===== src/rtl/piso_shift_reg.sv =====
// rtl/piso_shift_reg.sv - parallel-in/serial-out shift register built from mx2 cells

// rtl/piso_shift_reg.sv - 2:1 mux cell used for every next-state bit
module mx2 (
  input  logic d0,
  input  logic d1,
  input  logic s,
  output logic y
);

  assign y = s ? d1 : d0;

endmodule

// rtl/piso_shift_reg.sv - ready/valid loaded serializer, one bit per enabled clock
module piso_shift_reg #(
  parameter int WIDTH     = 8,
  parameter int LSB_FIRST = 0
) (
  input  logic             clk,
  input  logic             rst,
  input  logic             ld_valid,
  input  logic [WIDTH-1:0] ld_data,
  output logic             ld_ready,
  input  logic             en,
  output logic             sout,
  output logic             sout_valid,
  output logic             last
);

  localparam int CW = (WIDTH > 1) ? $clog2(WIDTH) : 1;
  localparam logic [CW-1:0] CNT_LAST = CW'(WIDTH - 1);

  typedef enum logic {
    IDLE  = 1'b0,
    SHIFT = 1'b1
  } state_t;

  state_t           state;
  state_t           state_nxt;
  logic [CW-1:0]    cnt;
  logic [CW-1:0]    cnt_nxt;
  logic [WIDTH-1:0] sreg;
  logic [WIDTH-1:0] neigh;
  logic [WIDTH-1:0] shift_nxt;
  logic [WIDTH-1:0] d_nxt;
  logic             shift_sel;
  logic             load_sel;

  // Zero-filled neighbour bit each position takes when shifting toward sout.
  if (LSB_FIRST != 0) begin : g_lsb
    assign neigh = {1'b0, sreg[WIDTH-1:1]};
  end else begin : g_msb
    assign neigh = {sreg[WIDTH-2:0], 1'b0};
  end

  assign shift_sel = en & (state == SHIFT);
  assign load_sel  = ld_valid & ld_ready;

  // Per bit: hold vs. shift first, then that result vs. the parallel word.
  for (genvar i = 0; i < WIDTH; i++) begin : g_bit
    mx2 u_hold_shift (
      .d0 (sreg[i]),
      .d1 (neigh[i]),
      .s  (shift_sel),
      .y  (shift_nxt[i])
    );
    mx2 u_load (
      .d0 (shift_nxt[i]),
      .d1 (ld_data[i]),
      .s  (load_sel),
      .y  (d_nxt[i])
    );
  end

  // Shift register; reset clears it after the mux tree.
  always_ff @(posedge clk) begin
    if (rst) begin
      sreg <= '0;
    end else begin
      sreg <= d_nxt;
    end
  end

  // FSM state and bit counter registers.
  always_ff @(posedge clk) begin
    if (rst) begin
      state <= IDLE;
      cnt   <= '0;
    end else begin
      state <= state_nxt;
      cnt   <= cnt_nxt;
    end
  end

  // Next state, counter and outputs; en only matters while shifting.
  always_comb begin
    state_nxt  = state;
    cnt_nxt    = cnt;
    ld_ready   = (state == IDLE) & ~rst;
    sout_valid = (state == SHIFT);
    last       = (state == SHIFT) & (cnt == CNT_LAST);
    sout       = (LSB_FIRST != 0) ? sreg[0] : sreg[WIDTH-1];
    case (state)
      IDLE: begin
        if (ld_valid & ld_ready) begin
          state_nxt = SHIFT;
          cnt_nxt   = '0;
        end
      end
      SHIFT: begin
        if (en) begin
          if (cnt == CNT_LAST) begin
            state_nxt = IDLE;
            cnt_nxt   = '0;
          end else begin
            cnt_nxt = cnt + 1'b1;
          end
        end
      end
      default: begin
        state_nxt = IDLE;
        cnt_nxt   = '0;
      end
    endcase
  end

endmodule


===== config.mk =====
export PLATFORM = sky130hd
export DESIGN_NAME = piso_shift_reg
export DESIGN_NICKNAME = d
export VERILOG_FILES = /design/src/rtl/piso_shift_reg.sv
export SDC_FILE = /design/constraint.sdc
export NUM_CORES = 1
export LEC_CHECK = 0
export CAP_MARGIN = 20
export CORE_MARGIN = 2
export CORE_UTILIZATION = 40
export DETAILED_ROUTE_END_ITERATION = 6
export GPL_TIMING_DRIVEN = 0
export PLACE_DENSITY = 0.8
export SYNTH_ARGS = -nofsm -noshare
export SYNTH_HDL_FRONTEND = slang
export SYNTH_SLANG_ARGS = --single-unit
export TNS_END_PERCENT = 20

===== constraint.sdc =====
create_clock -name clk -period 1.35 [get_ports clk]
set_input_delay 0.2025 -clock clk [delete_from_list [all_inputs] [get_ports clk]]
set_output_delay 0.2025 -clock clk [all_outputs]
set_load 0.01 [all_outputs]

==> impl_metrics.ini <==
[synth]
netlist_instances = 67
ys_seq_area_frac = 0.4201
synth.top_cell.area_share = 0.4201
syn-cell-area_um2 = 571.8
yosysUniqueCellTypes = 19
yosysTopAreaCell = dfxtp_1
avgSynthCellArea_um2 = 8.534
synth_area_leaders = dfxtp_1, nand3_1, a311oi_1, nor2_1, nand2_1
ys_seq_elements = 12
syn_nets = 81
yosysWarnings = 0

[pwr]
switching_share = 0.2501
peakVddDrop_v = 0.0006741
seq_power_share = 0.469
power_density_nw_per_um2 = 948.9
combPwrFrac = 0.175
power_switching_mw = 0.2049
p_total_mw = 0.8192
clockPowerShare = 0.355
p_int_mw = 0.6143
p_leak_nw = 0.3268

[detailed_routing]
first_pass_iters = 6
avgViaCountPerCell = 5.451
wl_per_cell_um = 13.60
vias = 556
drcViolationCount = 0
routed_wirelength_um = 1387
drt_iter0_drc = 11
antenna_left = 0

[timing]
finalSetupViolations = 1
post-route-min-period_ns = 1.385
rsz0062_at_grt = yes
finalHoldViolations = 0
max_freq_mhz = 722.0
slew_headroom = 0.7617
hold_ws_ns = 0.2517
tightest_slew_ns = 0.3567
fin_ws_ns = -0.03504
final.period_utilization = 1.026
finClkSkew_ns = 0.0005822
final-max-slew-violation-count = 0
setup_tns_ns = -0.03504

[worst_setup_path]
crit_arrival_ns = 1.18
crit_path_max_fanout = 3
start_kind = flip-flop
endpoint_kind = output pin
required_ns = 1.15
critPathKind = flip-flop to output pin

[global_route]
grt_max_degree = 11
grt_pass1_vias = 490
grt_pass1_wl_um = 2249
grt-ovfl-total = 0
grt_util_all_layers = 0.1671
antenna_found_initial = 0

[layout]
nNetsFinal = 102
syn2layout_area_growth_pct = 50.98
layout-drive-gt1-share = 0.2759
antenna_cells = 0
final_cell_mix = dfxtp_1, nand3_1, nor2_1, clkdlybuf4s50_1, nand2_1
layout_commonest_cell = dfxtp_1
stdcell_count = 102

[clocking]
cts_tree = yes
clk_pin_slew_ns = 0.08
cts_buffers = 3
clk_latency_ns = 0.27
ctsHoldBuffers = 0
root_buffer = clkbuf_4
clkSinkCount = 12
clk_path_buf_depth = 2
cts_htree_levels = 1

[floorplanning]
core_area_um2 = 1318
start_util = 0.4340
die_w_um = 41.81
die_h_um = 41.81
io_pins = 16
dieArea_um2 = 1748
num_rows = 13

[run_status]
violations = setup timing
outcome = finished, violations left

[placement]
pre_cts_ws_ns = -0.6064
gp_congestion = 0.7374
port_buffers = 15
dp.cells = 97
place_hpwl_um = 884.5

[hold_path]
hp-class = primary input to flip-flop

[run]
maxCapViolCount = 0
state kept, by name (all words and copies together), names as in the netlist:
name and count:
sout_valid 1, cnt 3, sreg 8
cells in the mapped netlist:
cell type  instances
nand4b_1           1
a311oi_2           1
nor2_1            10
or3_1              1
or3b_1             1
clkbuf_1           3
buf_6              2
dfxtp_1           12
ha_1               2
a211oi_1           2
a32oi_1            1
nand3_1            9
and2_1             1
buf_2              1
a21oi_1            5
nand2_1            8
a311oi_1           5
mux2i_1            1
nor3b_1            1
final timing paths:
kind | endpoint | depth (start not counted) | slack [ns] | start
max | last | 4 | -0.04 | cnt[0]
min | sout_valid | 3 | 0.25 | ld_valid
max reg2reg | sreg[6] | 4 | 0.02 | sout_valid
min reg2reg | sreg[0] | 2 | 0.47 | sreg[0]
power by group through the flow:
stage	logic [mW]	clock network, mW	registers, mW
floorplan	0.0667	0	0.392
global placement	0.128	0	0.392
detailed placement	0.130	0	0.393
CTS	0.136	0.295	0.386
global route	0.156	0.313	0.386
finish	0.144	0.291	0.384
metal layers:
metal	wire, µm	GRT usage	vias to the layer above
li1	-	-	283
met1	615	0.2090	260
met2	698	0.2625	11
met3	66	0.06087	2
met4	6	0.05806	0
met5	0	0	-
timing repair:
item | CTS | global route
pin swaps | 0 | 5
setup endpoints to repair | 13 | 11
gates resized for setup | 24 | 10
buffers inserted | 1 | 1
cells by family after synthesis:
| group | share of synthesized area |
|---|---|
| buffers and inverters | 0.06782 |
| muxes | 0.01751 |
| AOI/OAI and AO/OA | 0.1882 |
| and+or+nand+nor | 0.2626 |
| DFF | 0.4201 |
| adders and majority gates | 0.04376 |
worst max-delay path: stages (launching register included):
cell	delay (ns)
dfxtp_4	0.36
ha_4	0.16
ha_4	0.15
and2_4	0.13
buf_6	0.11
final cells by class:
cell class	count	area, µm²
multi-input combinational	49	344.1
sequential	12	245.2
fill	114	454.2
tap	15	18.77
clock buffer	4	36.28
timing repair buffer	17	160.2
buffer	5	58.81
through the flow:
stage,util,cell area [µm²]
2_1_floorplan,-,573.1
3_3_place_gp,0.5632,742.0
3_5_place_dp,0.5632,742.0
4_1_cts,0.6306,830.8
5_1_grt,0.6553,863.3
6_report,0.6553,863.3
No activity file was read; power rests on OpenSTA's default activity.
